`src/rtl/instruction_fetch_unit.sv`:
```
// Program counter owner and single-outstanding instruction fetcher.
// Hands one instruction at a time to decode; execute-stage redirects squash and refetch.
module instruction_fetch_unit #(
    parameter logic [31:0] RESET_VECTOR = 32'h0000_0000,
    parameter logic [31:0] NOP_INSTR    = 32'h0000_0013
) (
    input  logic        clk,
    input  logic        reset,
    output logic        imem_req,
    output logic [31:0] imem_addr,
    input  logic        imem_ack,
    input  logic [31:0] imem_rdata,
    input  logic        redirect_valid,
    input  logic [31:0] redirect_target,
    input  logic        if_ready,
    output logic        if_valid,
    output logic [31:0] if_instruction,
    output logic [31:0] if_pc,
    output logic        misaligned_fault
);

    typedef enum logic [2:0] {IDLE, REQ, HOLD, DROP, FAULT} state_t;

    state_t      state;
    logic [31:0] pc;
    logic        redir_ok;

    assign redir_ok = (redirect_target[1:0] == 2'b00);

    always_ff @(posedge clk) begin
        if (reset) begin
            state            <= IDLE;
            pc               <= RESET_VECTOR;
            imem_req         <= 1'b0;
            imem_addr        <= RESET_VECTOR;
            if_valid         <= 1'b0;
            if_instruction   <= NOP_INSTR;
            if_pc            <= RESET_VECTOR;
            misaligned_fault <= 1'b0;
        end else if (redirect_valid) begin
            // Redirect beats ack and if_ready; any held instruction is squashed.
            if_valid       <= 1'b0;
            if_instruction <= NOP_INSTR;
            if (redir_ok) begin
                pc               <= redirect_target;
                misaligned_fault <= 1'b0;
            end else begin
                misaligned_fault <= 1'b1;
            end
            case (state)
                REQ, DROP: begin
                    if (!imem_ack) begin
                        // Request still in flight: keep req/addr stable and wait it out.
                        state <= DROP;
                    end else if (redir_ok) begin
                        state     <= REQ;
                        imem_req  <= 1'b1;
                        imem_addr <= redirect_target;
                    end else begin
                        state    <= FAULT;
                        imem_req <= 1'b0;
                    end
                end
                default: begin
                    if (redir_ok) begin
                        state     <= REQ;
                        imem_req  <= 1'b1;
                        imem_addr <= redirect_target;
                    end else begin
                        state    <= FAULT;
                        imem_req <= 1'b0;
                    end
                end
            endcase
        end else begin
            case (state)
                IDLE: begin
                    state     <= REQ;
                    imem_req  <= 1'b1;
                    imem_addr <= pc;
                end
                REQ: begin
                    if (imem_ack) begin
                        state          <= HOLD;
                        imem_req       <= 1'b0;
                        if_valid       <= 1'b1;
                        if_instruction <= imem_rdata;
                        if_pc          <= pc;
                        pc             <= pc + 32'd4;
                    end
                end
                HOLD: begin
                    if (if_ready) begin
                        state          <= REQ;
                        if_valid       <= 1'b0;
                        if_instruction <= NOP_INSTR;
                        imem_req       <= 1'b1;
                        imem_addr      <= pc;
                    end
                end
                DROP: begin
                    if (imem_ack) begin
                        // Stale data is discarded; a pending misaligned redirect lands in FAULT.
                        if (misaligned_fault) begin
                            state    <= FAULT;
                            imem_req <= 1'b0;
                        end else begin
                            state     <= REQ;
                            imem_req  <= 1'b1;
                            imem_addr <= pc;
                        end
                    end
                end
                default: begin
                    state    <= FAULT;
                    imem_req <= 1'b0;
                end
            endcase
        end
    end

endmodule
```
`config.mk`:
```
export PLATFORM = sky130hd
export DESIGN_NAME = instruction_fetch_unit
export DESIGN_NICKNAME = d
export VERILOG_FILES = /design/src/rtl/instruction_fetch_unit.sv
export SDC_FILE = /design/constraint.sdc
export NUM_CORES = 1
export LEC_CHECK = 0
export CAP_MARGIN = 20
export CORE_MARGIN = 4
export CORE_UTILIZATION = 24
export DETAILED_ROUTE_END_ITERATION = 16
export DONT_BUFFER_PORTS = 1
export PLACE_DENSITY = 0.49
export SKIP_LAST_GASP = 1
export SLEW_MARGIN = 25
export SYNTH_ARGS = -nofsm -noshare
export SYNTH_HDL_FRONTEND = slang
export SYNTH_SLANG_ARGS = --single-unit
```
`constraint.sdc`:
```
create_clock -name clk -period 2.3 [get_ports clk]
set_input_delay 0.345 -clock clk [delete_from_list [all_inputs] [get_ports clk]]
set_output_delay 0.345 -clock clk [all_outputs]
set_load 0.01 [all_outputs]
```
### After elaboration in Yosys (flattened, before gate mapping)

Cells that the tools add are included.

| storage, ports and cells | value |
|---|---|
| flip-flop bits (word level) | 134 |
| latch bits | 0 |
| bits in writable memories | 0 |
| ROM bits | 0 |
| bits of input ports | 69 |
| word-level logic and storage cells | 72 |
| memories kept | 0 |

| operators by class | value |
|---|---|
| add/sub/neg operators | 1 |
| multiply operators | 0 |
| div/mod/pow operators | 0 |
| $lt $le $gt $ge | 0 |
| eq/ne operators | 11 |
| shifts and indexed selects | 0 |
| mux-type cells | 37 |
| bitwise gates (word level) | 1 |
| reductions and logical operators | 14 |

Operators by type and width:

| kind | number |
|---|---|
| two-way mux 32 bit | 13 |
| case mux 32 bit (3 select lines) | 1 |
| case mux 32 bit (2 select lines) | 1 |
| adder 32 x 3 -> 32 bit, second input constant | 1 |
| two-way mux 3 bit | 8 |
| inequality test 3 bit, second input constant | 5 |
| case mux 3 bit (4 select lines) | 1 |
| AND reduction 3 bit | 4 |
| two-way mux 1 bit | 11 |
| equality test 3 x 2 -> 1 bit, second input constant | 2 |
| nonzero test 2 bit | 3 |
| AND reduction 5 bit | 1 |
| inequality test 2 bit, second input constant | 2 |
| case mux 1 bit (4 select lines) | 1 |
| AND reduction 4 bit | 1 |
| nonzero test 4 bit | 1 |
| OR reduction 2 bit | 2 |
| equality test 3 x 1 -> 1 bit, second input constant | 1 |
| zero test 3 bit | 1 |
| zero test 2 bit | 1 |
| inequality test 2 x 1 -> 1 bit, second input constant | 1 |
| case mux 1 bit (2 select lines) | 1 |
| inverter 1 bit | 1 |

### Depth between registers and ports, before layout

| logic depth | value |
|---|---|
| word-level depth | 5 |
| gate-level depth with buffers | 7 |
| gate-level depth less buffers | 6 |

### Least setup slack after synthesis

No wires, ideal clock.

| path | value |
|---|---|
| path kind | register to register |
| start | reg pc[3] |
| end | reg pc[26] |
| library setup time | 74 ps |
| arrival time | 1,895 ps |
| slack | 331 ps |
| cell stages (with the launch flop) | 7 |
| path buffers | 0 |
| period minus slack after synthesis | 1,969 ps |
| path through | dfxtp_1 -> ha_1 -> and4_1 -> nand2_1 -> or4_4 -> or3_1 -> a31oi_1 |

| on the way | value |
|---|---|
| word-level cells in the longest chain between the ends | 4 |

RTL lines:

| element | RTL line | source |
|---|---|---|
| from (decl) | 25 | `logic [31:0] pc;` |
| from (signal assigned) | 45 | `pc <= redirect_target;` |
| from (signal assigned) | 89 | `pc <= pc + 32'd4;` |
| adder 32 x 3 -> 32 bit | 89 |  |
| two-way mux 32 bit | 83 | `if (imem_ack) begin` |
| two-way mux 32 bit | 76 | `case (state)` |
| two-way mux 32 bit | 40 | `end else if (redirect_valid) begin` |

Every way passes these cells. The select of a mux whose other input is x is not followed.
A chain may end at the register's enable or synchronous reset.

### Final worst setup path

| path | value |
|---|---|
| start | reg pc[10] |
| end | reg pc[25] |

The elaborated chain is that of the path after synthesis.

==> flow_summary.ini <==
[clock_network]
cts_made_buffers = 17
clkTransAtPathRegs_ns = 0.06
post_cts_buffers = 0
tritoncts = built
cts_resized = 0
cts_root_buf = clkbuf_16
cts_hold_buf = 2
htree_levels = 4
clockBufferDepth = 2
cts.sinks = 134
insertion_delay_ns = 0.42

[sta]
fin_ws_ns = 0.235
finalMaxSlewViolations = 0
setup_viol = 0
period_share_pct = 89.8
period_minus_slack_ns = 2.06
max_slew_margin_pct = 40.7
finalHoldViolCount = 0
grt_setup_unrepaired = no
worst_pin_slew_ns = 0.886
fin_setup_tns_ns = 0
fin_skew_ns = 0.00817
max_freq_mhz = 484

[grt]
grt_max_degree = 85
grt_pass1_wl_mm = 30.4
grt_usage_pct = 14.8
grt_overflow_total = 0
grt_pass1_vias = 5112
antenna_found_initial = 0

[synthesis]
yosysSeqAreaShare_pct = 46.3
synth_edf_count = 0
synthArstFlopShare_pct = 0
synth-simple-area-share_pct = 23.3
synth_mux_area_share_pct = 2.77
synth_cell_types = 46
synth_ff_type = dfxtp_1
syn_area_sq_um = 5790
synthAdderAreaFrac_pct = 0.216
yosys_warnings = 0
synth_top_family_by_area = simple AND/OR/NAND/NOR gates
ys_seq_elements = 134
syn_avg_cell_area_sq_um = 8.05
postSynthCellCount = 719
synth_xor_area_share_pct = 0
syn_nets = 789
synth_compound_area_share_pct = 22.6

[power]
pwr-share-comb_pct = 7.9
p_int_uw = 4310
p_sw_share_pct = 26.2
peakVddDrop_mv = 0.265
clkPwrFrac_pct = 48.4
p_leak_uw = 0.00228
power_frac_seq_pct = 43.7
power_density_nw_per_um2 = 848
switchingPower_uw = 1530

[die]
die_width_microns = 163
die_y_microns = 163
rows = 56
coreArea_sq_um = 23600
ioPinCount = 168
start_util_pct = 24.5
dieArea_sq_um = 26700

[critical_path]
worst_ep_required_time_ns = 2.66
reg2reg_depth = 5
criticalPathCategory = register to register
slowest_stage = dfxtp_1
rrSetupSlack_ns = 0.24
crit_buf_inv = 0
path_common_cell = nand4_1
endpoint_kind = register
path_cells = nand4_1, nor4_1, nand4_1, or4_1, nand2_1
path_depth = 5
worst-path-max-fanout = 9
slowest_delay_ns = 0.47
path_delay_family = simple AND/OR/NAND/NOR gates
critPathArrivalTime_ns = 2.43
startpoint_type = register

[placed_design]
post-dp-hpwl_mm = 13.9
io_buffers = 0
place_congestion = 0.806
dp_slack_ns = 0.297

[route]
routedWlPerCell_microns = 19.0
drc = 0
vias = 5239
first_pass_iters = 5
ant_nets = 0
drt-initial-drc-count = 455
totalWireLength_mm = 19.9
vias_per_cell = 5.00

[layout]
num_antenna_cells = 0
fillers = 2556
mostFrequentLayoutCells = 134 x dfxtp_1, 116 x nand2_1, 93 x nor2_1
layout_commonest_cell = dfxtp_1
areaGrowthSynthToFinish_pct = 19.1
drive_gt1_share_pct = 10.7
finalNetCount = 786

[worst_hold_path]
hold-path-cell-count = 2
hold_class = primary input to register

[status]
status = complete, no violations

[flow_run]
maxCapViolCount = 0
[Yosys cell counts, types with 11 or more instances]
cell type,count,share of area (%)
nand4_1,11,1.2
a22oi_1,34,4.4
a31oi_1,13,1.4
clkbuf_1,39,2.5
nand2_1,116,7.5
a21oi_1,63,5.4
a311oi_1,15,2.3
o21ai_0,26,2.2
nor2_1,95,6.2
buf_2,13,1.1
a211oi_1,25,3.2
nand3_1,15,1.3
dfxtp_1,134,46
mux2i_1,16,2.8
[layout make-up]
class	count	area (sq um)	area share (%)
multi-input combinational	516	2840	41.2
inverter	10	37.5	0.545
tap	319	399	5.79
timing repair buffer	37	325	4.72
clock buffer	17	425	6.17
clock inverter	15	181	2.63
sequential	134	2680	38.9
[through the flow]
stage	hold WS, ns	power, uW	instances	util (%)	instance area (sq um)
detailed placement	0.424	3040	1014	26.5	6250
finish	0.0752	5840	1048	29.2	6890
CTS	0.0586	5920	1048	29.2	6890
floorplan	0.440	2920	719	-	5790
global placement	0.427	3040	1014	26.5	6250
global route	0.0639	6080	1048	29.2	6890
[state kept, by name (all words and copies together) (netlist names)]
signal,cells
misaligned_fault,1
imem_req,1
state,3
imem_addr,32
pc,32
if_pc,32
if_instruction,32
if_valid,1
[power groups by stage]
| stage | Sequential, uW | Clock, uW | Combinational [uW] |
|---|---|---|---|
| after floorplan | 2570 | 0 | 355 |
| after global placement | 2610 | 0 | 430 |
| after detailed placement | 2610 | 0 | 430 |
| after CTS | 2560 | 2900 | 468 |
| after global routing | 2570 | 2990 | 520 |
| final | 2560 | 2830 | 459 |
[kinds of logic (layout without fill, tap and decap cells)]
family	count (synthesis)	count (layout)
adders and majority gates	1	1
AOI/OAI and AO/OA	202	202
DFF	134	134
buffers and inverters	69	79
muxes	16	16
and+or+nand+nor	297	297
[final timing paths]
check,start,endpoint
setup / recovery,pc[10],pc[25]
setup reg to reg,pc[10],pc[25]
hold / removal,imem_rdata[1],if_instruction[1]
hold reg to reg,pc[0],if_pc[0]
[layer usage]
metal | GRT usage, % | up-vias | share of wire (%)
met1 | 18.9 | 2432 | 43
met3 | 6.08 | 19 | 10
met2 | 22.8 | 199 | 45
met5 | 0 | - | 0
li1 | - | 2589 | -
met4 | 4.80 | 0 | 1.5
[worst register-to-register path, cell delays in order (launching register included)]
cell and delay [ns]:
dfxtp_1 0.47, nand4_1 0.26, nor4_1 0.44, nand4_1 0.30, or4_1 0.47, nand2_1 0.08
Note: power is estimated with default switching activity, not from simulation.
